## config.mk

```make
export PLATFORM = sky130hd
export DESIGN_NAME = player_sprite_renderer_flat
export DESIGN_NICKNAME = d
export VERILOG_FILES = /design/src/rtl/sprite_pkg.sv /design/src/rtl/player_sprite_renderer_if.sv /design/src/rtl/sprite_hit_calc.sv /design/src/rtl/player_sprite_renderer.sv /design/src/flat_wrapper.sv
export SDC_FILE = /design/constraint.sdc
export NUM_CORES = 1
export LEC_CHECK = 0
export ABC_AREA = 1
export CORE_MARGIN = 2
export CORE_UTILIZATION = 40
export DETAILED_ROUTE_END_ITERATION = 6
export DONT_BUFFER_PORTS = 1
export GPL_TIMING_DRIVEN = 0
export SKIP_LAST_GASP = 1
export SYNTH_ARGS = -nofsm -noshare
export SYNTH_HDL_FRONTEND = slang
export SYNTH_SLANG_ARGS = --single-unit
```

## constraint.sdc

```tcl
create_clock -name Clk -period 2.7 [get_ports Clk]
set_clock_uncertainty 0.2 [all_clocks]
set_input_delay 0.405 -clock Clk [delete_from_list [all_inputs] [get_ports Clk]]
set_output_delay 0.405 -clock Clk [all_outputs]
set_load 0.02 [all_outputs]
```

## src/rtl/sprite_pkg.sv

```systemverilog
// Shared types and constants for the player sprite datapath.
// Optional mirroring is enabled with the PLAYER_MIRROR_EN macro (see player_sprite_renderer).
package sprite_pkg;

  localparam int SCREEN_W = 640;
  localparam int SCREEN_H = 480;
  localparam int ROM_AW   = 19;

  typedef logic [23:0] rgb_t;
  typedef logic [9:0]  coord_t;

  // A ROM word is drawn only when it differs from the transparent key colour.
  function automatic logic is_opaque(input rgb_t colour, input rgb_t transp);
    return (colour != transp);
  endfunction

endpackage

```

## src/rtl/player_sprite_renderer_if.sv

```systemverilog
// Scan/position/ROM bundle between the video timing side and the sprite renderer.
// master = the side that drives scan position, player state and ROM data.
// slave  = the renderer itself.
interface player_sprite_renderer_if;
  import sprite_pkg::*;

  logic                frame_start;
  coord_t              player_x;
  coord_t              player_y;
  logic                facing_left;
  coord_t              DrawX;
  coord_t              DrawY;
  logic [ROM_AW-1:0]   read_address;
  rgb_t                rom_data;
  rgb_t                pixel_rgb;
  logic                is_sprite;

  modport master (
    output frame_start, player_x, player_y, facing_left, DrawX, DrawY, rom_data,
    input  read_address, pixel_rgb, is_sprite
  );

  modport slave (
    input  frame_start, player_x, player_y, facing_left, DrawX, DrawY, rom_data,
    output read_address, pixel_rgb, is_sprite
  );

endinterface

```

## src/rtl/sprite_hit_calc.sv

```systemverilog
// Combinational hit test and ROM address generation for one scan pixel.
// With PLAYER_MIRROR_EN defined, flip=1 reverses the column inside the sprite row.
module sprite_hit_calc
  import sprite_pkg::*;
#(
  parameter int unsigned SPR_W     = 16,
  parameter int unsigned SPR_H     = 16,
  parameter int unsigned BASE_ADDR = 0
) (
  input  coord_t            draw_x,
  input  coord_t            draw_y,
  input  coord_t            sx,
  input  coord_t            sy,
  input  logic              flip,
  output logic              hit,
  output logic [ROM_AW-1:0] addr
);

  localparam logic [10:0]       SPR_W11   = 11'(SPR_W);
  localparam logic [10:0]       SPR_H11   = 11'(SPR_H);
  localparam logic [10:0]       COL_MAX11 = 11'(SPR_W - 1);
  localparam logic [ROM_AW-1:0] BASE_AW   = ROM_AW'(BASE_ADDR);
  localparam logic [ROM_AW-1:0] STRIDE_AW = ROM_AW'(SPR_W);

  logic [10:0] rel_x_s;
  logic [10:0] rel_y_s;
  logic [10:0] col_s;
  logic        borrow_s;

  // 11-bit offsets so a sprite hanging past the right edge cannot alias onto column 0.
  assign rel_x_s  = {1'b0, draw_x} - {1'b0, sx};
  assign rel_y_s  = {1'b0, draw_y} - {1'b0, sy};
  assign borrow_s = (draw_x < sx) || (draw_y < sy);
  assign hit      = (!borrow_s) && (rel_x_s < SPR_W11) && (rel_y_s < SPR_H11);

`ifdef PLAYER_MIRROR_EN
  // Column select: mirrored when the player faces left.
  always_comb begin
    col_s = rel_x_s;
    if (flip) begin
      col_s = COL_MAX11 - rel_x_s;
    end else begin
      col_s = rel_x_s;
    end
  end
`else
  logic unused_flip_s;
  logic [10:0] unused_colmax_s;
  assign unused_flip_s   = flip;
  assign unused_colmax_s = COL_MAX11;
  assign col_s           = rel_x_s;
`endif

  // Row-major address inside the sprite; off-sprite pixels point at the first word.
  always_comb begin
    addr = BASE_AW;
    if (hit) begin
      addr = BASE_AW + (ROM_AW'(rel_y_s) * STRIDE_AW) + ROM_AW'(col_s);
    end else begin
      addr = BASE_AW;
    end
  end

endmodule

```

## src/rtl/player_sprite_renderer.sv

```systemverilog
// Player sprite renderer: frame-latched player position, ROM address stage,
// and colour/foreground stage aligned to the ROM's one-cycle read.
// Optional macro PLAYER_MIRROR_EN: honour facing_left by mirroring sprite columns.
module player_sprite_renderer
  import sprite_pkg::*;
#(
  parameter int unsigned SPR_W      = 16,
  parameter int unsigned SPR_H      = 16,
  parameter int unsigned BASE_ADDR  = 0,
  parameter rgb_t        TRANSP_RGB = 24'h000000
) (
  input logic                      Clk,
  input logic                      Reset_n,
  player_sprite_renderer_if.slave  bus
);

  coord_t            sx_r;
  coord_t            sy_r;
  logic              flip_s;
  logic              hit_s;
  logic [ROM_AW-1:0] addr_s;
  logic [ROM_AW-1:0] read_address_r;
  logic              hit_q1_r;
  rgb_t              pixel_rgb_r;
  logic              is_sprite_r;

  // Shadow position: only updated at frame start so the sprite cannot tear mid-frame.
  always_ff @(posedge Clk or negedge Reset_n) begin
    if (!Reset_n) begin
      sx_r <= 10'd0;
      sy_r <= 10'd0;
    end else if (bus.frame_start) begin
      sx_r <= bus.player_x;
      sy_r <= bus.player_y;
    end
  end

`ifdef PLAYER_MIRROR_EN
  logic face_r;

  // Shadow facing, latched alongside the position.
  always_ff @(posedge Clk or negedge Reset_n) begin
    if (!Reset_n) begin
      face_r <= 1'b0;
    end else if (bus.frame_start) begin
      face_r <= bus.facing_left;
    end
  end

  assign flip_s = face_r;
`else
  logic unused_facing_s;
  assign unused_facing_s = bus.facing_left;
  assign flip_s          = 1'b0;
`endif

  sprite_hit_calc #(
    .SPR_W     (SPR_W),
    .SPR_H     (SPR_H),
    .BASE_ADDR (BASE_ADDR)
  ) u_hit_calc (
    .draw_x (bus.DrawX),
    .draw_y (bus.DrawY),
    .sx     (sx_r),
    .sy     (sy_r),
    .flip   (flip_s),
    .hit    (hit_s),
    .addr   (addr_s)
  );

  // Stage 1: register the ROM address and carry the hit flag alongside it.
  always_ff @(posedge Clk or negedge Reset_n) begin
    if (!Reset_n) begin
      read_address_r <= {ROM_AW{1'b0}};
      hit_q1_r       <= 1'b0;
    end else begin
      read_address_r <= addr_s;
      hit_q1_r       <= hit_s;
    end
  end

  // Stage 2: combine the delayed hit with the returned ROM colour.
  always_ff @(posedge Clk or negedge Reset_n) begin
    if (!Reset_n) begin
      is_sprite_r <= 1'b0;
      pixel_rgb_r <= 24'h000000;
    end else if (hit_q1_r && is_opaque(bus.rom_data, TRANSP_RGB)) begin
      is_sprite_r <= 1'b1;
      pixel_rgb_r <= bus.rom_data;
    end else begin
      is_sprite_r <= 1'b0;
      pixel_rgb_r <= 24'h000000;
    end
  end

  assign bus.read_address = read_address_r;
  assign bus.is_sprite    = is_sprite_r;
  assign bus.pixel_rgb    = pixel_rgb_r;

endmodule

```

## src/flat_wrapper.sv

```systemverilog
// flat-port wrapper written by rule: the top's interface ports become plain ports
module player_sprite_renderer_flat import sprite_pkg::*;
#(
  parameter int unsigned SPR_W      = 16,
  parameter int unsigned SPR_H      = 16,
  parameter int unsigned BASE_ADDR  = 0,
  parameter rgb_t        TRANSP_RGB = 24'h000000
)
  (Clk, Reset_n, bus_frame_start, bus_player_x, bus_player_y, bus_facing_left, bus_DrawX, bus_DrawY, bus_rom_data, bus_read_address, bus_pixel_rgb, bus_is_sprite);
  player_sprite_renderer_if bus_i ();
  input logic Clk;
  input logic Reset_n;
  input wire logic [$bits(bus_i.frame_start)-1:0] bus_frame_start;
  input wire logic [$bits(bus_i.player_x)-1:0] bus_player_x;
  input wire logic [$bits(bus_i.player_y)-1:0] bus_player_y;
  input wire logic [$bits(bus_i.facing_left)-1:0] bus_facing_left;
  input wire logic [$bits(bus_i.DrawX)-1:0] bus_DrawX;
  input wire logic [$bits(bus_i.DrawY)-1:0] bus_DrawY;
  input wire logic [$bits(bus_i.rom_data)-1:0] bus_rom_data;
  output wire logic [$bits(bus_i.read_address)-1:0] bus_read_address;
  output wire logic [$bits(bus_i.pixel_rgb)-1:0] bus_pixel_rgb;
  output wire logic [$bits(bus_i.is_sprite)-1:0] bus_is_sprite;
  assign bus_i.frame_start = bus_frame_start;
  assign bus_i.player_x = bus_player_x;
  assign bus_i.player_y = bus_player_y;
  assign bus_i.facing_left = bus_facing_left;
  assign bus_i.DrawX = bus_DrawX;
  assign bus_i.DrawY = bus_DrawY;
  assign bus_i.rom_data = bus_rom_data;
  assign bus_read_address = bus_i.read_address;
  assign bus_pixel_rgb = bus_i.pixel_rgb;
  assign bus_is_sprite = bus_i.is_sprite;
  player_sprite_renderer #(.SPR_W(SPR_W), .SPR_H(SPR_H), .BASE_ADDR(BASE_ADDR), .TRANSP_RGB(TRANSP_RGB)) u_core (.Clk(Clk), .Reset_n(Reset_n), .bus(bus_i));
endmodule
```

==> metrics, run 1 <==
status=finished with violations; failing checks=negative setup slack; HP Start=bus_rom_data[23]; top-count cell post-synth=nand2_1; Final Hold Vio Count=0; TritonCTS Buffers=9; mux cell area share after synthesis=0.00632; synth warn=0; core area=8680 um2; unrepaired setup endpoints after global routing=yes; CP Cell Sequence=ha_2 -> inv_2 -> fa_2 -> nand3_2 -> nand3_4 -> xnor2_4 -> inv_2 -> ha_4 -> inv_2 -> fa_2 -> nor2_2 -> a211oi_2 -> nor2_1 -> nand3_1 -> nand2_1 -> xor2_1 -> nor2_2; Port Buf Inserts=0; routed via count=2960; # setup viols final=4; GR Util met1=0.208; Critical Path Fanout Max=3; crit share post-route=1.05; Synth Area in Simple Gates=0.247; Die Y-Extent=98.4 um; gate count of the mapped netlist=442; Post-Place Setup Slack=-0.411 ns; share of post-route cells with drive strength above 1=0.164; area leader, netlist=dfrtp_1; WS Path Type=reg2reg; CP most frequent cell=inv_2; Avg Inst Size Synth=8.06 um2; area grow syn2layout=28.7%; top-area cell type share of the netlist area=0.436; Most Crowded Layer GR=met2; sequential-to-total area share from yosys stat=0.436; vias per cell=4.73; gr ovfl total=0; Critical Path End Type=flop; nets=611; VDD IR max=0.377 mV; worst slew pin tran=0.571 ns; row cnt=34; met3 Use GR=0.0558; gr usage total=0.172; Hold Path End=u_core.bus.pixel_rgb[23]; post-synthesis cell type count=30; CP peak stage delay=0.36 ns; Post-synth top flop=dfrtp_1; Die ar.=9670 um2; IO Pins=112; Slowest-stage cell, CP=dfrtp_1; DR WL/cell=12.8 um; R2R setup slack=-0.14 ns; drt pass-1 iters=4; clock root cell=clkbuf_8; xor-xnor portion of the synthesized cell area=0.0271; Max clock buf depth=2; CP arrival=2.88 ns; #FFs+latches synth=62; EDFF count, synth=0; Adder-Cell Fraction of Synth Area=0.112; die width=98.4 um; pin count of the biggest net entering global routing=63; first-pass GRT wire length=13300 um; min-delay worst type=in2reg; CTS tree=done; clk slew on worst S/H paths=0.08 ns; clock sinks=62; vias in the first global route=2953; wirelength, routed=7990 um; R2R cell count=17; met2 usage=0.285; Max Slew Vio Count=0; Cell Area, Synth=3560 um2; Iter 0 DRT Violations=56; Worst Hold Depth=2; Fillers=794; CP Launch Type=flop; worst endpoint required time=2.74 ns; Post-synth ARST share=1.00; H-tree depth=3; P per Cell Area=588 nW/um2; area fraction in compound gates after synthesis=0.0604; post-DP HPWL=5630 um; Synth top cells by count=nand2_1, inv_1, dfrtp_1, nor2_1, ha_1; Final Util=0.528; final antenna-violating net count=0; Leakage=0.00245 uW; Rel. slew slack=0.619; Final GP Congestion=0.836; Max-Cap Viols=0; FMAX=0.352 GHz; antenna violations before repair=0; drc violations=0; RR Endpoint=u_core.bus.read_address[10]; largest family of logic cells by synthesized area=simple AND/OR/NAND/NOR gates; synth top area cells=dfrtp_1, nand2_1, ha_1, inv_1, nor2_1; min Tclk post-route=2.84 ns; antenna fix cells=0; Starting Density=0.410; Worst Slack Setup Final=-0.140 ns; reg-to-reg critical path startpoint=u_core.sx_r[0]; worst skew pair latency=0.35 ns
## critical path, delay by kind of cell (launching register included)
| kind | cells | cell delay (ns) |
|---|---|---|
| adder cells (fa/ha/maj) | 4 | 1.01 |
| AND/OR/NAND/NOR | 7 | 0.60 |
| XOR/XNOR | 2 | 0.34 |
| AO/OA/AOI/OAI | 1 | 0.06 |
| flip-flops | 1 | 0.36 |
| buffers and inverters | 3 | 0.14 |
## state kept, by name, indices dropped and copies added (netlist names)
register,cells
u_core.sy_r,10
u_core.bus.read_address,16
u_core.hit_q1_r,1
u_core.bus.pixel_rgb,24
u_core.sx_r,10
u_core.bus.is_sprite,1
## through the flow
stage          cell area, um2  hold WS [ns]  cells  TNS (ns)  power [uW]
3_3_place_gp             3750       -0.0893    556     -1.09        1740
5_1_grt                  4580        0.0173    626     -1.05        2890
6_report                 4580        0.0403    626    -0.392        2700
2_1_floorplan            3620       -0.0906    448    -0.195        1620
4_1_cts                  4510        0.0253    623    -0.656        2650
3_5_place_dp             3750       -0.0894    556     -1.25        1750
## cell type report
cell class | count | area (um2) | share of cell area
Clock buffer | 10 | 128 | 0.0278
Clock inverter | 6 | 38.8 | 0.00846
Multi-Input combinational cell | 286 | 1800 | 0.393
Tap cell | 108 | 135 | 0.0295
Inverter | 90 | 338 | 0.0737
Buffer | 10 | 56.3 | 0.0123
Sequential cell | 62 | 1550 | 0.338
Timing Repair Buffer | 54 | 536 | 0.117
## cells by family (layout without fill, tap and decap cells)
| kind of cell | after synthesis | after routing |
|---|---|---|
| simple gates | 198 | 198 |
| buf+inv | 100 | 170 |
| flops | 62 | 62 |
| compound gates | 38 | 38 |
| fa+ha+maj | 30 | 30 |
| xor+xnor | 11 | 11 |
| mux | 2 | 2 |
| other cells | 1 | 7 |
## routing by layer
layer,up-vias,wire (um)
li1,1500,-
met1,1330,3420
met2,112,3760
met3,18,607
met4,0,200
met5,-,0
## placed cells by master, fill, tap and decap left out, types with 2 or more instances in the layout
cell type | synthesis | final
a21oi_1 | 10 | 10
buf_4 | 3 | 12
clkbuf_1 | 6 | 7
clkbuf_8 | 0 | 9
clkinv_2 | 0 | 3
clkinvlp_4 | 0 | 2
conb_1 | 1 | 7
dfrtp_1 | 62 | 62
dlygate4sd3_1 | 0 | 44
fa_2 | 0 | 3
ha_1 | 27 | 20
ha_2 | 0 | 2
ha_4 | 0 | 5
inv_1 | 87 | 83
inv_2 | 3 | 7
mux2_2 | 2 | 2
nand2_1 | 92 | 88
nand2_2 | 8 | 12
nand3_1 | 25 | 22
nand3_2 | 3 | 5
nand4_1 | 9 | 9
nor2_1 | 46 | 45
nor2_2 | 10 | 11
nor4_1 | 3 | 3
o21ai_0 | 19 | 19
o21bai_1 | 3 | 3
xnor2_1 | 4 | 2
xor2_1 | 7 | 7
## repair_timing
| item | CTS | global route |
|---|---|---|
| setup endpoints to repair | 4 | 10 |
| hold endpoints to repair | 105 | 0 |
| hold buffers | 45 | 0 |
| resized for setup | 14 | 10 |
| setup buffers | 6 | 3 |
| pin swaps | 10 | 12 |
## report_power, final
| group | internal (uW) | switching, uW |
|---|---|---|
| logic | 449 | 560 |
| clock network | 329 | 386 |
| registers | 958 | 12.9 |
## worst max-delay path by stage
stage                   startpoint                     endpoint  slack, ns  depth (start not counted)
floorplan             bus_DrawX[0]  u_core.bus.read_address[10]      -0.10                         18
global placement      bus_DrawX[0]  u_core.bus.read_address[10]      -0.36                         18
detailed placement    bus_DrawX[0]  u_core.bus.read_address[10]      -0.41                         18
CTS                 u_core.sx_r[0]  u_core.bus.read_address[11]      -0.21                         21
global route        u_core.sx_r[0]  u_core.bus.read_address[10]      -0.30                         17
finish              u_core.sx_r[0]  u_core.bus.read_address[10]      -0.14                         17
(Power assumes the default switching activity.)
==> inputs of run 2 (changes only) <==
- PLACE_DENSITY: default -> 0.66
==> run 2 against run 1 <==
  * The run still ends with negative setup slack left
  * Via count about the same
  * Clock power up 22%
  * Cell count down 0.16%
  * Clock-buffer cell count up 2
  * Routed wire length up 2.8%
  * Total power up 8.0%
  * Sequential power about the same
  * Critical path depth unchanged
  * Non-clock buffer count unchanged
  * Register-to-register slack about the same
  * Critical path type unchanged
==> metrics, run 2 (same netlist as run 1, synthesis figures left out) <==
H-tree depth=3 (unchanged); worst slew pin tran=0.559 ns (-0.0122 ns); Critical Path End Type=flop; Max-Cap Viols=0 (unchanged); Die Y-Extent=98.4 um (unchanged); P per Cell Area=621 nW/um2 (+5.7%); VDD IR max=0.241 mV (-36%); R2R cell count=17 (unchanged); DR WL/cell=13.1 um (+3.0%); gr ovfl total=0 (unchanged); crit share post-route=1.05 (-0.00542); drc violations=0 (unchanged); clock sinks=62 (unchanged); GR Util met1=0.197 (-0.0104); Worst Hold Depth=2 (unchanged); Critical Path Fanout Max=3 (unchanged); row cnt=34 (unchanged); antenna fix cells=0 (unchanged); Worst Slack Setup Final=-0.125 ns (+0.0146 ns); CP Launch Type=flop; area grow syn2layout=31.6%; routed via count=2959 (-0.034%); Most Crowded Layer GR=met2; commonest cells after routing, fill and taps aside=nand2_1, inv_1, dfrtp_1; status=finished with violations; commonest non-fill, non-tap cell in the layout=nand2_1; Starting Density=0.410 (unchanged); final antenna-violating net count=0 (unchanged); Final GP Congestion=0.810 (-3.2%); Max Slew Vio Count=0 (unchanged); Port Buf Inserts=0 (unchanged); antenna violations before repair=0 (unchanged); unrepaired setup endpoints after global routing=yes; vias in the first global route=2863 (-3.0%); Final Util=0.540 (+0.0117); min Tclk post-route=2.83 ns (-0.0146 ns); min-delay worst type=in2reg; WHS=0.0249 ns (-0.0154 ns); clk slew on worst S/H paths=0.08 ns (about the same); Rel. slew slack=0.627 (+0.00811); worst skew pair latency=0.34 ns (about the same); pin count of the biggest net entering global routing=63 (unchanged); nets=611 (unchanged); wirelength, routed=8220 um (+2.8%); vias per cell=4.73 (+0.13%); met3 Use GR=0.0594 (+0.00358); gr usage total=0.170 (-0.00255); FMAX=0.354 GHz (+0.52%); met2 usage=0.293 (+0.00785); post-DP HPWL=5740 um (+1.9%); TritonCTS Buffers=9 (unchanged); total power=2910 uW (+8.0%); Leakage=0.00249 uW (+1.7%); WS Path Type=reg2reg; failing checks=negative setup slack; # setup viols final=4 (unchanged); clock root cell=clkbuf_8; worst endpoint required time=2.74 ns (about the same); core area=8680 um2 (unchanged); CTS tree=done; Iter 0 DRT Violations=66 (+18%); die width=98.4 um (unchanged); Largest register FFs=24 (unchanged); Final Hold Vio Count=0 (unchanged); drt pass-1 iters=5 (+1); first-pass GRT wire length=13100 um (-1.6%); IO Pins=112 (unchanged); Die ar.=9670 um2 (unchanged); Max clock buf depth=2 (unchanged); CP arrival=2.87 ns (about the same); share of post-route cells with drive strength above 1=0.188 (+0.0235)
run 2: per-layer routing:
layer / part of all wire / wire length (um)
met5: 0 / 0
met2: 0.48 / 3930
met4: 0.016 / 131
met1: 0.43 / 3530
met3: 0.076 / 621
run 2: critical path: stages, from the launching register on:
cell and delay, ns:
dfrtp_1 0.37, ha_2 0.18, inv_2 0.04, fa_2 0.36, nand3_2 0.10, nand3_4 0.11, xnor2_4 0.16, inv_2 0.07
ha_4 0.12, inv_2 0.03, fa_2 0.34, nor2_2 0.13, a211oi_2 0.05, nor2_1 0.09, nand3_1 0.07, nand2_1 0.07
xor2_1 0.16, nor2_2 0.04
run 2: final cells by class:
cell class / count / area, um2
Buffer: 10 / 56.3
Clock buffer: 12 / 165
Clock inverter: 3 / 42.5
Fill cell: 776 / 3990
Inverter: 90 / 338
Multi-Input combinational cell: 286 / 1870
Sequential cell: 62 / 1550
Tap cell: 108 / 135
Timing Repair Buffer: 54 / 528
run 2: metrics by stage:
stage	TNS [ns]	worst slack, ns	cell area, um2	cells
4_1_cts	-0.583	-0.220	4580	620
2_1_floorplan	-0.195	-0.105	3620	448
3_5_place_dp	-1.25	-0.399	3750	556
6_report	-0.342	-0.125	4690	625
5_1_grt	-0.929	-0.263	4690	625
3_3_place_gp	-1.06	-0.343	3750	556
run 2: path summary, 6_finish.rpt:
kind,start,slack (ns),end
setup / recovery,u_core.sx_r[0],-0.13,u_core.bus.read_address[10]
hold / removal,bus_rom_data[11],0.02,u_core.bus.pixel_rgb[11]
setup reg to reg,u_core.sx_r[0],-0.13,u_core.bus.read_address[10]
hold reg to reg,u_core.sy_r[0],0.32,u_core.sy_r[0]
max in group asynchronous,Reset_n,1.64,u_core.sx_r[5]
min in group asynchronous,Reset_n,0.40,u_core.bus.pixel_rgb[1]
run 2: report_power, final:
| part | internal (uW) | switching [uW] | leakage [uW] | total [uW] |
|---|---|---|---|---|
| combinational | 485 | 582 | 0.00157 | 1070 |
| clock | 496 | 379 | 0.000104 | 874 |
| sequential | 958 | 12.5 | 0.000820 | 971 |
run 2: repair_timing:
action                                  in CTS  in global routing
endpoints found under the setup margin       4                  9
gates resized for setup                     21                 15
hold buffers                                42                  0
buffers inserted                             7                  5
endpoints found under the hold margin      102                  0
pin swaps                                   15                 19
==> inputs of run 3 (changes only) <==
- CORE_UTILIZATION: 40 -> 53
- PLACE_DENSITY: 0.66 -> 0.74
==> run 3 against run 2 <==
  * The flow still finishes with violations (negative setup slack)
  * Worst setup slack got worse by 0.050 ns
  * First-iteration DRC count rose by 61%
  * Register-to-register slack got worse by 0.05 ns
  * Critical endpoint unchanged
  * Routed wire length rose by 1.7%
  * Global-route usage rose by 6.6 points
  * Sequential cell count did not move
  * Sequential power barely moved
  * Critical path type unchanged
  * Critical path depth did not move
  * Utilization rose by 18 points
==> metrics, run 3 (same netlist as run 1, synthesis figures left out) <==
row cnt=29 (-15%); Largest register FFs=24 (unchanged); Max-Cap Viols=0 (unchanged); Leakage=0.00247 uW (-0.79%); commonest cells after routing, fill and taps aside=nand2_1, inv_1, dfrtp_1; min Tclk post-route=2.88 ns (+0.0497 ns); area grow syn2layout=29.7%; post-DP HPWL=5440 um (-5.3%); routed via count=2991 (+1.1%); Iter 0 DRT Violations=106 (+61%); die width=86.0 um (-13%); worst endpoint required time=2.75 ns (about the same); DR WL/cell=14.1 um (+7.4%); failing checks=negative setup slack; Max Slew Vio Count=0 (unchanged); IO Pins=112 (unchanged); VDD IR max=0.373 mV (+55%); worst slew pin tran=0.526 ns (-0.0330 ns); drt pass-1 iters=4 (-1); Critical Path Fanout Max=3 (unchanged); Max clock buf depth=2 (unchanged); antenna violations before repair=0 (unchanged); Storage cell area=1550 um2 (unchanged); TritonCTS Buffers=9 (unchanged); Post-Place Setup Slack=-0.360 ns (+0.0388 ns); core area=6420 um2 (-26%); first-pass GRT wire length=13400 um (+3.0%); Die Y-Extent=86.0 um (-13%); final antenna-violating net count=0 (unchanged); Worst Slack Setup Final=-0.175 ns (-0.0497 ns); worst skew pair latency=0.35 ns (about the same); Fillers=439 (-43%); fin cells=592 (-5.3%); clock sinks=62 (unchanged); nets=608 (-0.49%); setup TNS=-0.400 ns (-0.0583 ns); gr usage total=0.236 (+0.0661); commonest non-fill, non-tap cell in the layout=nand2_1; status=finished with violations; dpl cell area=3710 um2 (-1.0%); H-tree depth=3 (unchanged); WS Path Type=reg2reg; P per Cell Area=613 nW/um2 (-1.4%); drc violations=0 (unchanged); Final Hold Vio Count=0 (unchanged); share of post-route cells with drive strength above 1=0.192 (+0.00461); gr ovfl total=0 (unchanged); R2R setup slack=-0.18 ns (-0.05 ns); unrepaired setup endpoints after global routing=yes; Critical Path End Type=flop; crit share post-route=1.06 (+0.0184); min-delay worst type=in2reg; area of the multi-input gates=1880 um2 (+0.67%); wirelength, routed=8360 um (+1.7%); design area=4620 um2 (-1.4%); pin count of the biggest net entering global routing=63 (unchanged); clk slew on worst S/H paths=0.08 ns (about the same); vias per cell=5.05 (+6.7%); vias in the first global route=2995 (+4.6%); # setup viols final=3 (-1); Final GP Congestion=0.857 (+5.8%); antenna fix cells=0 (unchanged); CTS tree=done; Starting Density=0.554 (+0.144); CP arrival=2.92 ns (+0.05 ns); FMAX=0.348 GHz (-1.7%); Port Buf Inserts=0 (unchanged); clock root cell=clkbuf_8; Rel. slew slack=0.649 (+0.0220); Die ar.=7390 um2 (-24%); CP Launch Type=flop; placed insts=525 (-5.6%)
-- run 3: metal layers --
metal  up-vias  global-route usage  part of all wire
li1       1487                   -                 -
met1      1372               0.273              0.39
met2       120               0.415              0.51
met3        12              0.0577             0.082
met4         0              0.0981             0.016
met5         -                   0                 0
-- run 3: final timing paths --
path	from	to	cells after the start
max	u_core.sx_r[0]	u_core.bus.read_address[10]	17
min	bus_player_y[9]	u_core.sy_r[9]	2
max reg2reg	u_core.sx_r[0]	u_core.bus.read_address[10]	17
min reg2reg	u_core.sy_r[0]	u_core.sy_r[0]	1
max in group asynchronous	Reset_n	u_core.bus.read_address[14]	2
min in group asynchronous	Reset_n	u_core.hit_q1_r	2
-- run 3: area by class of cell --
| type | count | share of cell area |
|---|---|---|
| flip-flops and latches | 62 | 0.336 |
| repair buffers | 51 | 0.108 |
| multi-input cells | 286 | 0.407 |
| clock inverters | 6 | 0.0135 |
| plain buffers | 10 | 0.0130 |
| well taps | 77 | 0.0209 |
| clock buffers | 10 | 0.0276 |
| inverters | 90 | 0.0732 |
-- run 3: worst max-delay path: stages (launching register included) --
cell	delay, ns
dfrtp_1	0.36
ha_2	0.18
inv_2	0.05
fa_2	0.37
nand3_2	0.10
nand3_4	0.11
xnor2_4	0.17
inv_2	0.07
ha_4	0.12
inv_2	0.03
fa_2	0.34
nor2_2	0.13
a211oi_2	0.06
nor2_1	0.12
nand3_1	0.08
nand2_1	0.08
xor2_1	0.16
nor2_2	0.04
-- run 3: power breakdown --
group | internal [uW] | switching, uW | total, uW | leakage [uW]
clock | 425 | 387 | 812 | 0.000100
sequential | 958 | 12.6 | 971 | 0.000820
combinational | 466 | 582 | 1050 | 0.00155
-- run 3: what timing repair did --
item,4_1_cts,5_1_grt
endpoints found under the hold margin,100,0
endpoints found under the setup margin,4,10
setup buffers,6,5
pin swaps,17,16
resized for setup,21,20
hold buffers,40,0
gates cloned,0,0
-- run 3: metrics by stage --
step | hold slack (ns) | total power, uW | util
floorplan | -0.0906 | 1620 | -
global placement | -0.0894 | 1730 | 0.578
detailed placement | -0.0894 | 1750 | 0.578
CTS | 0.000362 | 2770 | 0.698
global route | 0.00642 | 3010 | 0.719
finish | 0.00620 | 2830 | 0.719
